File: config.mk
export PLATFORM = sky130hd
export DESIGN_NAME = q26_bcd_fmt
export DESIGN_NICKNAME = d
export VERILOG_FILES = /design/src/rtl/q26_pkg.sv /design/src/rtl/frac_x10_step.sv /design/src/rtl/q26_bcd_fmt.sv
export SDC_FILE = /design/constraint.sdc
export NUM_CORES = 1
export LEC_CHECK = 0
export CELL_PAD_IN_SITES_DETAIL_PLACEMENT = 2
export CELL_PAD_IN_SITES_GLOBAL_PLACEMENT = 2
export CORE_MARGIN = 2
export CORE_UTILIZATION = 34
export CTS_BUF_LIST = sky130_fd_sc_hd__clkbuf_4 sky130_fd_sc_hd__clkbuf_8
export CTS_CLUSTER_DIAMETER = 60
export CTS_CLUSTER_SIZE = 16
export DETAILED_ROUTE_END_ITERATION = 8
export PLACE_DENSITY = 0.8
export SYNTH_ARGS = -nofsm -noshare
export SYNTH_HDL_FRONTEND = slang
export SYNTH_HIERARCHICAL = 1
export SYNTH_SLANG_ARGS = --single-unit
File: constraint.sdc
create_clock -name clk -period 1.9 [get_ports clk]
set_input_delay 0.38 -clock clk [delete_from_list [all_inputs] [get_ports clk]]
set_output_delay 0.38 -clock clk [all_outputs]
set_load 0.01 [all_outputs]
File: src/rtl/q26_pkg.sv
// Shared format constants and types for the Q1.6 divide-by-3 datapath and its
// BCD display formatter.
package q26_pkg;

  localparam int W_DEF         = 8;
  localparam int FRAC_BITS_DEF = 6;
  localparam int DIGITS        = FRAC_BITS_DEF;

  typedef enum logic [1:0] {
    ST_IDLE = 2'd0,
    ST_CONV = 2'd1,
    ST_DONE = 2'd2
  } state_e;

  typedef logic [3:0] bcd_t;

endpackage

File: src/rtl/frac_x10_step.sv
// One decimal digit of a binary fraction: multiply by ten, the overflow above
// the binary point is the digit, the remainder is the next fraction.
module frac_x10_step #(
  parameter int FRAC_BITS = 6
) (
  input  logic [FRAC_BITS-1:0] f_i,
  output logic [3:0]           digit_o,
  output logic [FRAC_BITS-1:0] f_next_o
);

  logic [FRAC_BITS+3:0] f_ext;
  logic [FRAC_BITS+3:0] t;

  assign f_ext    = {4'b0000, f_i};
  // f*10 as two shifts and an add; (2^F-1)*10 < 16*2^F so F+4 bits never overflow
  assign t        = (f_ext << 3) + (f_ext << 1);
  assign digit_o  = t[FRAC_BITS+3:FRAC_BITS];
  assign f_next_o = t[FRAC_BITS-1:0];

endmodule

File: src/rtl/q26_bcd_fmt.sv
// Iterative signed fixed-point to sign / integer magnitude / BCD fraction
// converter; one fraction digit per clock behind a start/busy/done handshake.
module q26_bcd_fmt
  import q26_pkg::*;
#(
  parameter int W         = W_DEF,
  parameter int FRAC_BITS = FRAC_BITS_DEF
) (
  input  logic                   clk,
  input  logic                   rst,
  input  logic                   start,
  input  logic [W-1:0]           in,
  output logic                   busy,
  output logic                   done,
  output logic                   neg,
  output logic [W-FRAC_BITS-1:0] int_val,
  output logic [4*FRAC_BITS-1:0] frac_bcd
);

  localparam int IW    = W - FRAC_BITS;
  localparam int DW    = 4 * FRAC_BITS;
  localparam int CNT_W = (FRAC_BITS > 1) ? $clog2(FRAC_BITS) : 1;
  localparam logic [CNT_W-1:0] CNT_LAST = CNT_W'(FRAC_BITS - 1);

  state_e               state_q, state_d;
  logic                 busy_q, busy_d;
  logic                 done_q, done_d;
  logic                 neg_q, neg_d;
  logic [IW-1:0]        int_q, int_d;
  logic [DW-1:0]        frac_q, frac_d;

  logic                 sign_q, sign_d;
  logic [IW-1:0]        ipart_q, ipart_d;
  logic [FRAC_BITS-1:0] f_q, f_d;
  logic [DW-1:0]        dig_q, dig_d;
  logic [CNT_W-1:0]     cnt_q, cnt_d;

  logic [W-1:0]         mag;
  bcd_t                 step_digit;
  logic [FRAC_BITS-1:0] step_f_next;

  // Most negative input wraps back to itself, read unsigned it is 2^(W-1)
  assign mag = in[W-1] ? ((~in) + W'(1)) : in;

  frac_x10_step #(
    .FRAC_BITS (FRAC_BITS)
  ) u_step (
    .f_i      (f_q),
    .digit_o  (step_digit),
    .f_next_o (step_f_next)
  );

  always_comb begin
    // NOTE: every signal gets a default before the case so no path leaves it unassigned and infers a latch.
    state_d = state_q;
    done_d  = 1'b0;
    neg_d   = neg_q;
    int_d   = int_q;
    frac_d  = frac_q;
    sign_d  = sign_q;
    ipart_d = ipart_q;
    f_d     = f_q;
    dig_d   = dig_q;
    cnt_d   = cnt_q;

    case (state_q)
      ST_IDLE: begin
        if (start) begin
          sign_d  = in[W-1];
          ipart_d = mag[W-1:FRAC_BITS];
          f_d     = mag[FRAC_BITS-1:0];
          dig_d   = '0;
          cnt_d   = '0;
          state_d = ST_CONV;
        end
      end
      ST_CONV: begin
        f_d   = step_f_next;
        dig_d = DW'({dig_q, step_digit});
        cnt_d = cnt_q + CNT_W'(1);
        if (cnt_q == CNT_LAST) begin
          // Publish only complete results; partial digits never reach the ports
          neg_d   = sign_q;
          int_d   = ipart_q;
          frac_d  = dig_d;
          done_d  = 1'b1;
          state_d = ST_DONE;
        end
      end
      ST_DONE: state_d = ST_IDLE;
      default: state_d = ST_IDLE;
    endcase

    busy_d = (state_d != ST_IDLE);
  end

  // NOTE: state is updated with non-blocking assignments so every register samples pre-edge values.
  always_ff @(posedge clk) begin
    if (rst) begin
      state_q <= ST_IDLE;
      busy_q  <= 1'b0;
      done_q  <= 1'b0;
      neg_q   <= 1'b0;
      int_q   <= '0;
      frac_q  <= '0;
      sign_q  <= 1'b0;
      ipart_q <= '0;
      f_q     <= '0;
      dig_q   <= '0;
      cnt_q   <= '0;
    end else begin
      state_q <= state_d;
      busy_q  <= busy_d;
      done_q  <= done_d;
      neg_q   <= neg_d;
      int_q   <= int_d;
      frac_q  <= frac_d;
      sign_q  <= sign_d;
      ipart_q <= ipart_d;
      f_q     <= f_d;
      dig_q   <= dig_d;
      cnt_q   <= cnt_d;
    end
  end

  assign busy     = busy_q;
  assign done     = done_q;
  assign neg      = neg_q;
  assign int_val  = int_q;
  assign frac_bcd = frac_q;

endmodule

==> impl_results.md <==
- Critical path endpoint category: flop
- Crit Path Category: in2reg
- Seq/Total Area, Yosys: 0.475
- Worst EP required: 2110 ps
- Share of layout cells above drive strength 1: 0.152
- VDD IR max: between 0.0003 and 0.0004 V
- Commonest non-fill, non-tap cell in the layout: dfxtp_1
- Post-Synth XOR/XNOR Area: 0.0264
- RSZ-0062 raised after global routing: false
- Antenna violations before repair: 0
- 1st-pass router iterations: 4
- CTS Hold Buffers Added: 0
- Flop2flop setup slack: 150 ps
- Gate Count Post-Synth: 303
- Sw Ratio: 0.266
- Skew final: 8.81 ps
- Commonest cells after routing, fill and taps aside: 60 x dfxtp_1, 57 x nand2_1, 38 x clkdlybuf4s50_1, 32 x nor2_1
- Met2 wire len: 3.80 mm
- Post-synthesis adder-cell area fraction: 0.0405
- Area post-placement: 3170 sq um
- Synth Area in Simple Gates: 0.190
- Worst setup path end: f_q[4]$_SDFFE_PP0P_
- Pleak: 1.21 nW
- Initial Util: 0.348
- Nets: 363
- GRT Total Usage: 0.183
- Post-synthesis mux area share: 0.0151
- Clock transition at path regs: about 70 ps
- Layout overhead on the synthesized area: 28.0%
- Full die area: 8540 sq um
- Hold Violations, Final: 0
- Seq cells post-synth: 63
- Startpoint type of the worst setup path: input pin
- Worst-skew pair later-pin latency: 350 ps
- Final setup viols: 0
- Fillcell total: 848
- Min-delay worst type: reg2reg
- Actual slew at the worst max-slew pin: a little under 600 ps
- FF-to-FF Start: f_q[2]$_SDFFE_PP0P_
- Dpl hpwl: around 5 mm
- Wire per inst: 16.0 um
- Num rows: 32
- Number of warnings issued by yosys: 6
- Main combinational cell family by area after synthesis: simple AND/OR/NAND/NOR gates
- Critical Path AT: between 1500 and 2000 ps
- Via Count: 2,258
- Vias in the first global route: approximately 2.5k
- Buffers on Ports: 39
- CTS Buf Count: 9
- Clock buffer depth: 2
- Routed Antenna Nets: 0
- Fmax: 0.570 GHz
- Compound-Gate Fraction of Synth Area: 0.185
- Highest metal used: met4
- GRT overflow: 0
- CTS Sinks: 63
- Initial DRC count: 28
- Vias per cell: 5.01
- Pint: between 2 and 2.5 mW
- Status: finished, final reports clean
- # diodes: 0
- Setup TNS Final: 0 ps
- Reg2reg end: frac_bcd[3]$_SDFFE_PP0P_
- Critical path launch point: in[1]
- First-pass GRT wire length: 12.1 mm
- Final period demand of the worst path: 1750 ps
- GPL Wtd Cong: 0.820
- P per Cell Area: a little over 800 nW/um^2
- Total length of routed met3 wires: between 200 and 250 um
- Post-synthesis cell area: 2660 sq um
- H-tree depth: 3
- Synth cell types: 41
- Worst hold slack: 457 ps
- Placeable Area: 7650 sq um
- Fin crit share: 0.923
- Comb power frac: 0.092
- Die Wd: between 90 and 100 um
- Worst r2r path cells: 9
- Root buffer cell: clkbuf_8
- Total of max-cap violations: 0
- Relative slew margins: 0.609
- Part of the power in registers: 0.489
- Met1 WL: 3.02 mm
- DRT Wirelength: 7.22 mm
- Clk pwr share: 0.420
- Largest net degree at the start of global routing: 31
- Syn Area/Cell: around 8.8 sq um
- Net Switching: between 700 and 800 uW
- Total I/O pin count: 40
- CTS tree: yes
- Post-Layout Inst Area: about 3400 sq um
- Slew Viols, Final: 0
- DRC viols: 0
- Postcts setup bufs: 0
- CP max FO: 4
- Die Ht: about 92 um
- Synthesized Nets: about 320
-- cells in the mapped netlist, drive strengths merged --
master	number	share of area
nand3b	1	0.0028
xnor2	4	0.013
nor2b	4	0.0094
and3	2	0.0047
nor3	4	0.0075
a21oi	32	0.074
a211o	1	0.0033
nor3b	1	0.0047
buf	18	0.045
conb	1	0.0014
xor2	4	0.013
o31a	1	0.0033
nand3	4	0.0075
o21ai	3	0.0056
a311oi	1	0.0033
nor4	1	0.0024
o41ai	1	0.0033
a22oi	22	0.062
inv	10	0.014
fa	1	0.0075
dfxtp	63	0.47
ha	7	0.033
o211ai	1	0.0047
clkbuf	6	0.0085
nand2b	5	0.012
and3b	1	0.0033
and2b	1	0.0038
mux2i	4	0.015
a21boi	1	0.0028
a211oi	2	0.0056
nand2	57	0.081
o21bai	2	0.0056
a222oi	2	0.0075
o31ai	1	0.0028
nor2	32	0.045
or3b	2	0.0066
-- cells by family after synthesis --
| group | count (synthesis) |
|---|---|
| and+or+nand+nor | 115 |
| AOI/OAI and AO/OA | 70 |
| DFF | 63 |
| buffers and inverters | 34 |
| adders and majority gates | 8 |
| xor gates and xnor gates | 8 |
| muxes | 4 |
| other | 1 |
-- metal layers --
layer / track usage / vias up
met1: 0.199 / 1101
met2: 0.333 / 38
met3: 0.0431 / 15
li1: - / 1104
met5: 0 / -
met4: 0.0871 / 0
-- area by class of cell --
class                      instances  area, sq um  share of cell area
clock buffer                       9          124              0.0364
clock inverter                     7         71.3              0.0210
inverter                          10         37.5              0.0110
multi-input combinational        206         1250               0.367
sequential                        63         1270               0.373
tap                              102          128              0.0375
timing repair buffer              54          523               0.154
-- power groups by stage --
stage | Sequential, mW | Clock (mW) | Combinational (mW)
floorplan | 1.39 | 0 | 0.165
global placement | 1.40 | 0 | 0.239
detailed placement | 1.40 | 0 | 0.251
CTS | 1.37 | 1.21 | 0.256
global route | 1.37 | 1.27 | 0.286
finish | 1.37 | 1.18 | 0.257
-- worst max-delay path, cell delays in order --
cell and delay (ps):
clkdlybuf4s50_1 470, inv_1 80, ha_1 160, or3b_1 370, buf_4 150, and3b_1 140, o21ai_0 140, a21oi_1 80
-- how the worst min path moves through the flow --
stage / to / slack [ps] / cells past startpoint / start
after floorplan: int_val[0]$_SDFFE_PP0P_ / 430 / 2 / ipart_q[0]$_SDFFE_PP0P_
after global placement: frac_bcd[14]$_SDFFE_PP0P_ / 440 / 2 / frac_bcd[14]$_SDFFE_PP0P_
after detailed placement: frac_bcd[20]$_SDFFE_PP0P_ / 450 / 2 / frac_bcd[20]$_SDFFE_PP0P_
after CTS: frac_bcd[20]$_SDFFE_PP0P_ / 460 / 2 / frac_bcd[20]$_SDFFE_PP0P_
after global routing: frac_bcd[22]$_SDFFE_PP0P_ / 490 / 2 / frac_bcd[22]$_SDFFE_PP0P_
final: frac_bcd[20]$_SDFFE_PP0P_ / 460 / 2 / frac_bcd[20]$_SDFFE_PP0P_
-- metrics by stage --
step / std cells / power [mW] / setup slack, ps / util
3_5_place_dp: 435 / 1.65 / -238 / 0.415
2_1_floorplan: 303 / 1.56 / 317 / -
6_report: 451 / 2.81 / 146 / 0.445
5_1_grt: 451 / 2.93 / 9.83 / 0.445
4_1_cts: 451 / 2.84 / 10.7 / 0.442
3_3_place_gp: 435 / 1.64 / -189 / 0.415
-- registers in the layout, indices dropped and copies added, names as in the netlist --
register / cells
sign_q: 1
state_q: 2
cnt_q: 3
neg: 1
dig_q: 20
ipart_q: 2
frac_bcd: 24
int_val: 2
f_q: 6
done: 1
busy: 1
-- what timing repair did --
action,CTS,global route
pin swaps,0,2
resized for setup,5,5
endpoints found under the setup margin,4,5
No activity file was read; power rests on OpenSTA's default activity.
